**src/rtl/mem_stage_sram_ctrl.sv**
```systemverilog
//==============================================================================
// Module   : mem_stage_sram_ctrl
// Purpose  : Memory-stage controller that serves core loads/stores from an
//            external asynchronous SRAM. Each DATA_W word is split into
//            BEATS = DATA_W/SRAM_DATA_W little-endian beats, each lasting
//            WAIT_CYCLES clocks. While an access is in flight `ready` is low
//            and the core freezes its pipeline on ~ready.
// Ports    : clk, rst             - clock, asynchronous active-high reset
//            rd_en, wr_en         - load / store request (store wins if both)
//            addr, wdata          - core byte address and store data
//            rdata, ready         - load result and pipeline-advance strobe
//            sram_addr            - SRAM word address
//            sram_dq_out/_oe/_in  - SRAM data pad (out, output enable, in)
//            sram_we_n            - SRAM write enable, active low
// Options  : `define SRAM_READ_HIT_EN adds a one-word read buffer that lets a
//            repeated load of the same word complete without an SRAM access.
// Revision : 1.0 - initial release
//==============================================================================
`default_nettype none

module mem_stage_sram_ctrl #(
  parameter int ADDR_W      = 32,
  parameter int DATA_W      = 32,
  parameter int SRAM_DATA_W = 16,
  parameter int SRAM_ADDR_W = 18,
  parameter int WAIT_CYCLES = 5,
  parameter int BASE_ADDR   = 1024
) (
  input  logic                   clk,
  input  logic                   rst,
  input  logic                   rd_en,
  input  logic                   wr_en,
  input  logic [ADDR_W-1:0]      addr,
  input  logic [DATA_W-1:0]      wdata,
  output logic [DATA_W-1:0]      rdata,
  output logic                   ready,
  output logic [SRAM_ADDR_W-1:0] sram_addr,
  output logic [SRAM_DATA_W-1:0] sram_dq_out,
  output logic                   sram_dq_oe,
  input  logic [SRAM_DATA_W-1:0] sram_dq_in,
  output logic                   sram_we_n
);

  localparam int BEATS  = DATA_W / SRAM_DATA_W;
  localparam int OFFS   = $clog2(DATA_W / 8);
  localparam int BEAT_W = (BEATS > 1) ? $clog2(BEATS) : 1;
  localparam int CNT_W  = $clog2(WAIT_CYCLES);

  localparam logic [CNT_W-1:0]  LAST_CNT  = CNT_W'(WAIT_CYCLES - 1);
  localparam logic [BEAT_W-1:0] LAST_BEAT = BEAT_W'(BEATS - 1);
  localparam logic [ADDR_W-1:0] BASE      = ADDR_W'(BASE_ADDR);
  localparam logic [ADDR_W-1:0] BEATS_A   = ADDR_W'(BEATS);

  typedef enum logic [1:0] {
    S_IDLE   = 2'd0,
    S_ACCESS = 2'd1,
    S_DONE   = 2'd2
  } state_t;

  state_t                 state_q;
  logic [BEAT_W-1:0]      beat_q;
  logic [CNT_W-1:0]       cnt_q;
  logic                   op_wr_q;
  logic [ADDR_W-1:0]      word_q;
  logic [DATA_W-1:0]      wdata_q;
  logic [DATA_W-1:0]      rdata_q;
  logic [SRAM_ADDR_W-1:0] sram_addr_q;
  logic [SRAM_DATA_W-1:0] sram_dq_out_q;
  logic                   sram_dq_oe_q;
  logic                   sram_we_n_q;

  logic                   w_req;
  logic [ADDR_W-1:0]      w_word;
  logic                   w_hit;
  logic [DATA_W-1:0]      w_hit_data;

  assign w_req  = rd_en | wr_en;
  // Modular subtraction: addresses below BASE_ADDR simply wrap.
  assign w_word = (addr - BASE) >> OFFS;

  // SRAM word address of a given beat of a core word.
  function automatic logic [SRAM_ADDR_W-1:0] f_sram_addr(
    input logic [ADDR_W-1:0] word,
    input logic [BEAT_W-1:0] beat
  );
    logic [ADDR_W-1:0] full;
    full = word * BEATS_A + ADDR_W'(beat);
    return full[SRAM_ADDR_W-1:0];
  endfunction

  // Little-endian beat slice of a core word.
  function automatic logic [SRAM_DATA_W-1:0] f_slice(
    input logic [DATA_W-1:0] data,
    input logic [BEAT_W-1:0] beat
  );
    return data[int'(beat)*SRAM_DATA_W +: SRAM_DATA_W];
  endfunction

  //----------------------------------------------------------------------------
  // Access FSM. The SRAM pins are registered; each assignment below sets the
  // pin value for the cycle that the new cnt/beat value describes.
  //----------------------------------------------------------------------------
  always_ff @(posedge clk or posedge rst) begin
    if (rst) begin
      state_q       <= S_IDLE;
      beat_q        <= '0;
      cnt_q         <= '0;
      op_wr_q       <= 1'b0;
      word_q        <= '0;
      wdata_q       <= '0;
      rdata_q       <= '0;
      sram_addr_q   <= '0;
      sram_dq_out_q <= '0;
      sram_dq_oe_q  <= 1'b0;
      sram_we_n_q   <= 1'b1;
    end else begin
      case (state_q)
        S_IDLE: begin
          if (w_hit) begin
            // Buffered load: finishes this cycle, SRAM stays untouched.
            rdata_q <= w_hit_data;
          end else if (w_req) begin
            state_q       <= S_ACCESS;
            beat_q        <= '0;
            cnt_q         <= '0;
            op_wr_q       <= wr_en;
            word_q        <= w_word;
            wdata_q       <= wdata;
            sram_addr_q   <= f_sram_addr(w_word, '0);
            sram_dq_out_q <= wdata[SRAM_DATA_W-1:0];
            sram_dq_oe_q  <= wr_en;
            // WAIT_CYCLES >= 2, so cnt 0 is never the hold cycle.
            sram_we_n_q   <= ~wr_en;
          end
        end

        S_ACCESS: begin
          if (cnt_q == LAST_CNT) begin
            if (!op_wr_q) begin
              rdata_q[int'(beat_q)*SRAM_DATA_W +: SRAM_DATA_W] <= sram_dq_in;
            end
            if (beat_q != LAST_BEAT) begin
              beat_q        <= beat_q + 1'b1;
              cnt_q         <= '0;
              sram_addr_q   <= f_sram_addr(word_q, beat_q + 1'b1);
              sram_dq_out_q <= f_slice(wdata_q, beat_q + 1'b1);
              sram_we_n_q   <= ~op_wr_q;
            end else begin
              state_q      <= S_DONE;
              sram_dq_oe_q <= 1'b0;
              sram_we_n_q  <= 1'b1;
            end
          end else begin
            cnt_q <= cnt_q + 1'b1;
            // Release we_n on the last cycle of a beat so address and data
            // are held stable past the write-enable rising edge.
            sram_we_n_q <= ~op_wr_q | ((cnt_q + 1'b1) == LAST_CNT);
          end
        end

        S_DONE: begin
          // The pipeline advances on this edge; the request still visible
          // here belongs to the finished instruction and is not re-taken.
          state_q <= S_IDLE;
          beat_q  <= '0;
          cnt_q   <= '0;
        end

        default: begin
          state_q      <= S_IDLE;
          sram_dq_oe_q <= 1'b0;
          sram_we_n_q  <= 1'b1;
        end
      endcase
    end
  end

`ifdef SRAM_READ_HIT_EN
  logic              hit_vld_q;
  logic [ADDR_W-1:0] hit_tag_q;
  logic [DATA_W-1:0] hit_data_q;

  assign w_hit      = (state_q == S_IDLE) && rd_en && !wr_en &&
                      hit_vld_q && (hit_tag_q == w_word);
  assign w_hit_data = hit_data_q;

  // Read buffer: filled by completed SRAM loads, kept coherent by stores.
  always_ff @(posedge clk or posedge rst) begin
    if (rst) begin
      hit_vld_q  <= 1'b0;
      hit_tag_q  <= '0;
      hit_data_q <= '0;
    end else if (state_q == S_DONE) begin
      if (!op_wr_q) begin
        hit_vld_q  <= 1'b1;
        hit_tag_q  <= word_q;
        hit_data_q <= rdata_q;
      end else if (hit_vld_q && (hit_tag_q == word_q)) begin
        hit_data_q <= wdata_q;
      end
    end
  end

  assign rdata = w_hit ? hit_data_q : rdata_q;
`else
  assign w_hit      = 1'b0;
  assign w_hit_data = rdata_q;
  assign rdata      = rdata_q;
`endif

  assign ready       = ((state_q == S_IDLE) && (!w_req || w_hit)) ||
                       (state_q == S_DONE);
  assign sram_addr   = sram_addr_q;
  assign sram_dq_out = sram_dq_out_q;
  assign sram_dq_oe  = sram_dq_oe_q;
  assign sram_we_n   = sram_we_n_q;

endmodule

`default_nettype wire
```
**config.mk**
```make
export PLATFORM = sky130hd
export DESIGN_NAME = mem_stage_sram_ctrl
export DESIGN_NICKNAME = d
export VERILOG_FILES = /design/src/rtl/mem_stage_sram_ctrl.sv
export SDC_FILE = /design/constraint.sdc
export NUM_CORES = 1
export LEC_CHECK = 0
export ABC_AREA = 1
export BUFFER_PORTS_ARGS = -buffer_cell sky130_fd_sc_hd__buf_4
export CAP_MARGIN = 30
export CORE_ASPECT_RATIO = 2
export CORE_MARGIN = 2
export CORE_UTILIZATION = 45
export DETAILED_ROUTE_END_ITERATION = 10
export PLACE_DENSITY = 0.72
export SYNTH_ARGS = -nofsm -noshare
export SYNTH_HDL_FRONTEND = slang
export SYNTH_SLANG_ARGS = --single-unit
```
**constraint.sdc**
```tcl
create_clock -name clk -period 4.1 [get_ports clk]
set_clock_uncertainty 0.05 [all_clocks]
set_input_delay 0.615 -clock clk [delete_from_list [all_inputs] [get_ports clk]]
set_output_delay 0.615 -clock clk [all_outputs]
set_load 0.05 [all_outputs]
```
==> impl_metrics.py <==
metrics = {
    "die": {
        "initial_core_util_pct": 45.62,
        "die_area_mm2": 0.01186,
        "die_w_um": 78.03,
        "io_pins": 153,
        "rows": 54,
        "die_height_um": 152.1,
        "fp.coreArea_mm2": 0.01081,
    },
    "logic_synthesis": {
        "synth_ff_type": "dfrtp_1",
        "seq_area_frac_synth_pct": 56.34,
        "syn_area_mm2": 0.004932,
        "synth-seq-cells": 111,
        "synth_cell_types": 28,
        "async_flop_share_pct": 100.0,
        "synth_top_area_share_pct": 55.81,
        "synth_area_leader_cell": "dfrtp_1",
        "syn_avg_cell_area_um2": 8.431,
        "synth_warnings": 0,
        "synth-edff-count": 0,
        "syn-num-nets": 673,
        "synth_area_leaders": "dfrtp_1 56%, nand2_1 16%, o21ai_0 5.9%, inv_1 4.4%, nand3_1 3.9%",
        "netlist_instances": 585,
    },
    "clocking": {
        "cts_setup_buffers": 0,
        "clkSlewWorstSetupHoldPaths_ns": 0.07,
        "clockBufferDepth": 2,
        "clk-insertion-delay-late_ns": 0.34,
        "holdBufCountCts": 0,
        "cts_tree": "built",
        "cts-root-buf": "clkbuf_16",
        "cts_made_buffers": 9,
        "htreeDepth": 3,
        "cts.sinks": 111,
        "ctsResizeCount": 0,
    },
    "min_path": {
        "hp-class": "primary input to async pin",
    },
    "timing": {
        "worstMarginPinSlew_ns": 0.9760,
        "fin_tns_setup_ns": 0,
        "slew-limit-headroom_pct": 34.84,
        "hold_viol_final": 0,
        "fin_crit_ns": 2.277,
        "rsz0062_at_grt": "false",
        "whs_ns": 0.2894,
        "finalSetupViolations": 0,
        "fmax_mhz": 439.1,
        "finalCritPeriodShare_pct": 55.54,
        "slew_viol_final": 0,
    },
    "pwr": {
        "max-vdd-ir-drop_uv": 591.0,
        "power_density_mw_per_mm2": 946.1,
        "p_leak_uw": 0.003359,
    },
    "placed_design": {
        "hpwl_mm": 8.202,
        "port_buffers": 137,
        "dp.cells": 837,
        "routabilityCongestion": 0.9085,
    },
    "routing": {
        "route.vias.total": 4172,
        "firstDrtPassIters": 5,
        "first_iter_violations": 320,
        "wire_per_inst_um": 13.34,
        "postRouteAntennaNets": 0,
        "via_per_inst": 4.885,
        "drc": 0,
        "routed_wl_mm": 11.39,
    },
    "global_route": {
        "grt_remaining_overflow": 0,
        "grt_max_degree": 65,
        "grt_antenna_before_repair": 0,
        "grt_pass1_vias": 4175,
        "grt_pass1_wl_mm": 19.32,
        "grt.total_usage_pct": 20.10,
    },
    "job": {
        "max_cap_violations": 0,
    },
    "critical_path": {
        "path_class": "register to register",
        "worstPathMaxFanout": 64,
        "worst_setup_path_end_kind": "register",
        "startpoint_type": "register",
        "crit_required_ns": 4.32,
        "reg2reg_slack_ns": 1.82,
        "cp_data_arrival_time_ns": 2.50,
    },
    "cells_and_area": {
        "drive_gt1_share_pct": 25.35,
        "area_growth_syn_to_layout_pct": 28.51,
        "instances_no_fill": 854,
        "postLayoutCoreUtil_pct": 58.63,
        "fillers": 973,
        "fin_nets": 797,
        "antennaDiodeCount": 0,
    },
    "status": {
        "status": "complete, no violations",
    },
}
cell usage after synthesis (3+ instances only):
cell,count
a21oi_1,4
a31oi_1,4
buf_2,12
buf_4,3
buf_6,5
clkbuf_1,7
dfrtp_1,110
ha_1,4
inv_1,58
nand2_1,209
nand2_2,4
nand2_4,3
nand3_1,38
nor2_1,29
o211ai_1,3
o21ai_0,58
o21ai_1,12
o21ai_2,8
layout by cell type, fill, tap and decap left out, drive strengths merged:
cell type | netlist | routed
nor3 | 1 | 1
clkinv | 0 | 1
a21oi | 4 | 4
nand2 | 216 | 216
xor2 | 1 | 1
nor2 | 33 | 33
o21ai | 78 | 78
a22oi | 2 | 2
clkinvlp | 0 | 2
inv | 61 | 61
ha | 4 | 4
dfstp | 1 | 1
buf | 20 | 141
nand3 | 38 | 38
a31oi | 4 | 4
bufinv | 0 | 2
dfrtp | 110 | 110
a21boi | 1 | 1
clkbuf | 8 | 11
o211ai | 3 | 3
where the power goes:
| part | leakage (uW) | internal [uW] | switching, uW | total, uW |
|---|---|---|---|---|
| combinational | 0.00186 | 918 | 2190 | 3100 |
| sequential | 0.00134 | 1650 | 298 | 1950 |
| clock | 0.000158 | 568 | 380 | 948 |
critical path, stage by stage (launching register included):
cell and delay, ns:
dfrtp_1 0.43, nor2_2 0.18, nand2_2 0.30, inv_2 0.83
a21oi_1 0.20, a21oi_1 0.17
metal layers:
metal	routed length (um)	global-route usage, %	vias to the layer above	share of wire, %
li1	-	-	2084	-
met1	4518	23.75	1946	40
met2	6031	35.14	125	53
met3	646	4.751	17	5.7
met4	195	7.268	0	1.7
met5	0	0	-	0
metrics by stage:
step / setup WS (ns) / power [uW] / instance area [um2]
2_1_floorplan: 0.5060 / 4198 / 4932
3_3_place_gp: 1.403 / 4981 / 5991
3_5_place_dp: 1.290 / 5082 / 5991
4_1_cts: 1.308 / 6046 / 6324
5_1_grt: 1.580 / 6399 / 6339
6_report: 1.823 / 5997 / 6339
cell families after synthesis:
kind of cell / count (synthesis) / synth area share [%]
flops: 111 / 56.34
buf+inv: 89 / 8.143
xor+xnor: 1 / 0.1776
compound gates: 92 / 10.35
simple gates: 288 / 23.97
fa+ha+maj: 4 / 1.015
final timing paths:
check,from,end,depth (start not counted)
hold / removal,rst,rdata[25],2
setup / recovery,state_q[1],sram_dq_oe,5
hold reg to reg,sram_we_n,sram_we_n,2
min in group clk,wdata[25],wdata_q[25],3
max in group asynchronous,rst,sram_we_n,3
setup reg to reg,state_q[1],sram_dq_oe,5
sequential cells by signal, indices dropped and copies added (netlist names):
signal       cells
sram_we_n        1
rdata           32
beat_q           1
word_q          17
state_q          2
op_wr_q          1
wdata_q         19
cnt_q            3
sram_dq_out     16
sram_addr       18
sram_dq_oe       1
layout make-up:
type / instances / area (um2) / area share [%]
timing repair buffer: 141 / 1066 / 16.82
tap: 140 / 175.2 / 2.764
multi-input combinational: 385 / 1752 / 27.64
sequential: 111 / 2779 / 43.84
clock buffer: 11 / 252.7 / 3.987
clock inverter: 5 / 80.08 / 1.263
inverter: 61 / 234.0 / 3.691
(Power assumes the default switching activity.)
